`config.mk`:
```
export PLATFORM = sky130hd
export DESIGN_NAME = irq_trap_arbiter
export DESIGN_NICKNAME = d
export VERILOG_FILES = /design/src/rtl/irq_trap_arbiter.sv
export SDC_FILE = /design/constraint.sdc
export NUM_CORES = 1
export LEC_CHECK = 0
export BUFFER_PORTS_ARGS = -buffer_cell sky130_fd_sc_hd__buf_4
export CAP_MARGIN = 20
export CORE_ASPECT_RATIO = 1.2
export CORE_MARGIN = 2
export CORE_UTILIZATION = 25
export DETAILED_ROUTE_END_ITERATION = 8
export MAX_ROUTING_LAYER = met4
export SLEW_MARGIN = 20
export SYNTH_ARGS = -nofsm -noshare
export SYNTH_HDL_FRONTEND = slang
export SYNTH_SLANG_ARGS = --single-unit
```
`constraint.sdc`:
```
create_clock -name clk -period 3.8 [get_ports clk]
set_clock_uncertainty 0.05 [all_clocks]
set_input_delay 0.38 -clock clk [delete_from_list [all_inputs] [get_ports clk]]
set_output_delay 0.38 -clock clk [all_outputs]
set_load 0.01 [all_outputs]
```
`src/rtl/irq_trap_arbiter.sv`:
```
// Machine-level interrupt arbiter: registers CLINT/platform sources into a mip view,
// picks MEI > MSI > MTI, and runs a request/handler handshake with the core.
module irq_trap_arbiter #(
  parameter bit          EXT_EDGE       = 1'b0,
  parameter int unsigned TIMEOUT_CYCLES = 64
) (
  input  logic        clk,
  input  logic        rst,
  input  logic        timer_irq_i,
  input  logic        software_irq_i,
  input  logic        ext_irq_i,
  input  logic        mstatus_mie_i,
  input  logic [31:0] mie_i,
  input  logic        trap_ack_i,
  input  logic        mret_i,
  output logic        trap_req_o,
  output logic [31:0] trap_cause_o,
  output logic [31:0] mip_o,
  output logic        busy_o,
  output logic        timeout_o
);

  localparam logic [3:0] CODE_MSI = 4'd3;
  localparam logic [3:0] CODE_MTI = 4'd7;
  localparam logic [3:0] CODE_MEI = 4'd11;
  localparam logic [7:0] CNT_LAST = 8'(TIMEOUT_CYCLES - 1);

  typedef enum logic [1:0] {IDLE, REQ, HANDLER} state_e;

  state_e     state_q, state_d;
  logic [3:0] code_q, code_d;
  logic [7:0] cnt_q, cnt_d;
  logic       timeout_q, timeout_d;
  logic       mti_q, msi_q, mei_q, mei_d;
  logic       ack_mei;
  logic       pend_mei, pend_msi, pend_mti, pend_lat;
  logic       unused_mie;

  assign unused_mie = ^{mie_i[31:12], mie_i[10:8], mie_i[6:4], mie_i[2:0]};

  assign pend_mei = mei_q & mie_i[11] & mstatus_mie_i;
  assign pend_msi = msi_q & mie_i[3]  & mstatus_mie_i;
  assign pend_mti = mti_q & mie_i[7]  & mstatus_mie_i;

  always_comb begin
    pend_lat = 1'b0;
    case (code_q)
      CODE_MEI: pend_lat = pend_mei;
      CODE_MSI: pend_lat = pend_msi;
      CODE_MTI: pend_lat = pend_mti;
      default:  pend_lat = 1'b0;
    endcase
  end

  // Sticky MEI in edge mode: a new rising edge beats a concurrent acknowledge.
  generate
    if (EXT_EDGE) begin : g_ext_edge
      logic ext_prev_q;
      always_ff @(posedge clk) begin
        if (rst) ext_prev_q <= 1'b0;
        else     ext_prev_q <= ext_irq_i;
      end
      always_comb begin
        mei_d = mei_q;
        if (ext_irq_i && !ext_prev_q) mei_d = 1'b1;
        else if (ack_mei)             mei_d = 1'b0;
      end
    end else begin : g_ext_level
      always_comb mei_d = ext_irq_i;
    end
  endgenerate

  always_comb begin
    state_d   = state_q;
    code_d    = code_q;
    cnt_d     = '0;
    timeout_d = 1'b0;
    ack_mei   = 1'b0;
    case (state_q)
      IDLE: begin
        if (pend_mei || pend_msi || pend_mti) begin
          state_d = REQ;
          code_d  = pend_mei ? CODE_MEI : (pend_msi ? CODE_MSI : CODE_MTI);
        end
      end
      REQ: begin
        if (trap_ack_i) begin
          state_d = HANDLER;
          ack_mei = (code_q == CODE_MEI);
        end else if (!pend_lat) begin
          state_d = IDLE;
        end else if (cnt_q == CNT_LAST) begin
          state_d   = IDLE;
          timeout_d = 1'b1;
        end else begin
          cnt_d = cnt_q + 8'd1;
        end
      end
      HANDLER: begin
        if (mret_i) state_d = IDLE;
      end
      default: state_d = IDLE;
    endcase
  end

  always_ff @(posedge clk) begin
    if (rst) begin
      state_q   <= IDLE;
      code_q    <= '0;
      cnt_q     <= '0;
      timeout_q <= 1'b0;
      mti_q     <= 1'b0;
      msi_q     <= 1'b0;
      mei_q     <= 1'b0;
    end else begin
      state_q   <= state_d;
      code_q    <= code_d;
      cnt_q     <= cnt_d;
      timeout_q <= timeout_d;
      mti_q     <= timer_irq_i;
      msi_q     <= software_irq_i;
      mei_q     <= mei_d;
    end
  end

  assign trap_req_o   = (state_q == REQ);
  assign trap_cause_o = (state_q == REQ) ? {1'b1, 27'b0, code_q} : 32'h0;
  assign mip_o        = {20'b0, mei_q, 3'b0, mti_q, 3'b0, msi_q, 3'b0};
  assign busy_o       = (state_q == HANDLER);
  assign timeout_o    = timeout_q;

endmodule

```
==> run summary <==
The run finished with clean final reports. The number of library cell types mapped by synthesis is 36. The worst path uses 43.24% of the clock period.

After detailed routing, the number of remaining DRC violations is 0. STA puts the critical path data required time at 3.91 ns. The worst setup path is launched from a flop.

The synthesis-to-layout area growth came out at 1.641%. The placeable core area came out at 4628 µm². The transition time at the pin with the least slew margin came out at 0.5676 ns.

The sum of net half-perimeters after detailed placement came out at 1523 µm. The total power divided by cell area is 300.1 nW/µm². The first global-routing pass estimated 2925 µm of wire. The time the worst path needs with I/O delays and setup is 1.643 ns. The proportion of netlist area held by the largest area contributor came out at 37.54%. The relative contribution of sequential cells to total power is 50.0%. Hold repair after CTS inserted 0 buffers.

The final layout contains 197 nets. In the synthesized netlist the dominant register cell turns out to be dfxtp_1. Ranked by total cell area, the synthesized netlist is headed by buf_4 38%, dfxtp_1 28%, a2111oi_2 2.5%. The count of nets left with antenna violations once routing finished came out at 0. Across the run, the number of max-cap violations was 0.

The routed wirelength normalized by instance count came out at 8.737 µm. The H-tree depth came out at 1. The clock share of power is 34.9%. Adding up every negative setup slack in the final design gives 0 ns. After synthesis, the share of flip-flops with an asynchronous set or reset is 0%. The post-route total power is 372.1 µW. The biggest area consumer among synthesized cells is buf_4. The number of antenna diodes came out at 0. The min-delay analysis places its worst path in the category input port to flop. The mean instance size in the synthesized netlist came out at 8.905 µm². In this run, the combinational gates consume 15.1% of the power. Summing every instance area after synthesis gives 1220 µm².

Static timing analysis puts the maximum clock frequency at 0.6087 GHz. In this run the worst path has a maximum fanout of 9. The total number of yosys warnings came out at 0. The quantity of I/O buffers inserted on ports is 21. The commonest cells after synthesis are 61 x buf_4, 17 x dfxtp_1. The area of the die came out at 5457 µm². Yosys instantiated no cell more often than buf_4. The sink count of the clock tree is 17. Counting along the longest clock path gives a buffer depth of 2. The number of vias after detailed routing came out at 807. Traced cell by cell, the critical path runs through ha_1, nand3_2, nor4_4, nor3b_1. The aggregate routed wire length came out at 1861 µm.

The critical path capture point type is a flop. Dividing the detail-routed via count by the number of cells gives 3.789. The worst IR drop on VDD is 99.89 µV. The number of buffers inserted to repair setup after CTS is 0.

The number of buffers added by the clock tree synthesis step came out at 3. The relative slew slack came out at 61.88%. Among all stages on the critical path, the largest delay is contributed by nor4_4.

The synthesized flop and latch total came out at 17. The first detailed-routing pass ran for 6 iterations. The switching portion of total power is 26.55%. Setup repair after global routing left no endpoint under its margin. The via count of the first global-routing pass came out at 699. The buffer cell driving the clock tree root is clkbuf_8.

The CTS tree is yes. The final number of setup-violating endpoints is 0. Data on the critical path arrives at its endpoint at 1.76 ns.

The number of placement rows came out at 27. The width of the chip is 67.77 µm. The number of pins exceeding their max-slew limit in the final report came out at 0. The number of failing hold endpoints at the final stage came to 0. The starting utilization of the core area is 26.36%. The clock transition at the registers of the reported paths is 0.06 ns. The fraction of final layout cells with drive strength greater than 1 came out at 19.35%. The first routing iteration left 26 violations. By startpoint and endpoint, the worst setup path is classified as flop to flop.

The fraction of the yosys area taken by sequential cells came out at 27.90%. Entering global routing, the biggest net connects 11 pins. The end-of-flow core utilization is 26.79%. The reported net switching power came out at 98.77 µW.

The synthesized design contains 0 enable-type register cells. The largest incremental delay on the critical path is 0.53 ns. The count of cells resized by post-cts repair came out at 0. Global routing used 6.999% of the available tracks across all layers. Summed over all layers, the global routing overflow is 0. Synthesis produced a netlist whose cell count is 137. The floorplan die height is 80.52 µm. The routability congestion estimate from global placement came out at 0.7620. The clock latency on the worst-skew pair is 0.24 ns.

For this design the top-level I/O count stands at 107. The number of fillers in the final layout came out at 514. Internal power comes to 273.3 µW.

The number of antenna violations at the first check in global routing is 0. Summed over all cells, the static leakage comes to 0.5501 nW.
==> flip-flops by register name (all words and copies together), names as in the netlist <==
| signal | cells |
|---|---|
| timeout_o | 1 |
| state_q | 2 |
| msi_q | 1 |
| cnt_q | 8 |
| code_q | 3 |
| mei_q | 1 |
| mti_q | 1 |
==> per-stage QoR <==
step	hold WS, ns	setup slack (ns)	instance area, µm²	instances
6_report	0.3001	2.157	1240	213
5_1_grt	0.3008	1.916	1240	213
4_1_cts	0.2977	2.128	1240	213
3_5_place_dp	0.4356	2.161	1195	209
2_1_floorplan	0.3991	2.282	1426	192
3_3_place_gp	0.4343	2.166	1195	209
==> layout make-up <==
class                      instances  area (µm²)  area share (%)
multi-input combinational        112       620.6           50.05
sequential                        17       340.3           27.45
timing repair buffer              21       157.7           12.71
tap                               58       72.57           5.853
clock buffer                       4       45.04           3.633
inverter                           1       3.754          0.3027
==> layer usage <==
layer / wire [µm] / global-route usage (%)
met4: 0 / 1.800
met5: 0 / -
met1: 687 / 7.282
met3: 202 / 2.101
met2: 971 / 12.65
==> cell usage in the layout (no fill, tap or decap), types with 2 or more instances in the layout <==
master     netlist  final
a2111oi_2        2      2
nand2_1          3      3
and2_1           3      3
xor2_1           2      2
or3_1            3      3
nand3_1          4      4
conb_1           1     56
a22oi_1          2      2
nor3b_1          2      2
nor2b_1          4      4
nor2_1           4      4
dfxtp_1         17     17
nor4_1           4      4
o31ai_1          2      2
clkbuf_8         0      3
o21ai_0          3      3
buf_4           61     21
==> cell families (layout without fill, tap and decap cells) <==
group                    after synthesis  after routing  share of synthesized area, %
AO/OA/AOI/OAI                         16             16                         10.87
AND/OR/NAND/NOR                       36             36                         19.59
flip-flops                            17             17                         27.90
adder cells (fa/ha/maj)                1              1                         1.025
XOR/XNOR                               3              3                         2.154
buffers and inverters                 63             26                         38.15
other                                  1             56                        0.3074
==> power by group through the flow <==
stage	Clock (mW)	Combinational, mW	Sequential [mW]
6_report	0.130	0.0564	0.186
5_1_grt	0.145	0.0636	0.186
4_1_cts	0.138	0.0560	0.186
3_5_place_dp	0	0.0558	0.190
3_3_place_gp	0	0.0558	0.190
2_1_floorplan	0	0.0842	0.189
==> critical path: cells and delay by family, from the launching register on <==
kind | cells | cell delay, ns
flops | 1 | 0.37
simple gates | 3 | 0.93
fa+ha+maj | 1 | 0.22
==> path summary, 6_finish.rpt <==
| check | start | endpoint | cells after the start | slack (ns) |
|---|---|---|---|---|
| hold reg to reg | cnt_q[0] | cnt_q[0] | 1 | 0.44 |
| setup reg to reg | cnt_q[0] | timeout_o | 4 | 2.16 |
| hold / removal | software_irq_i | msi_q | 2 | 0.30 |
| setup / recovery | cnt_q[0] | timeout_o | 4 | 2.16 |
Note: power is estimated with default switching activity, not from simulation.
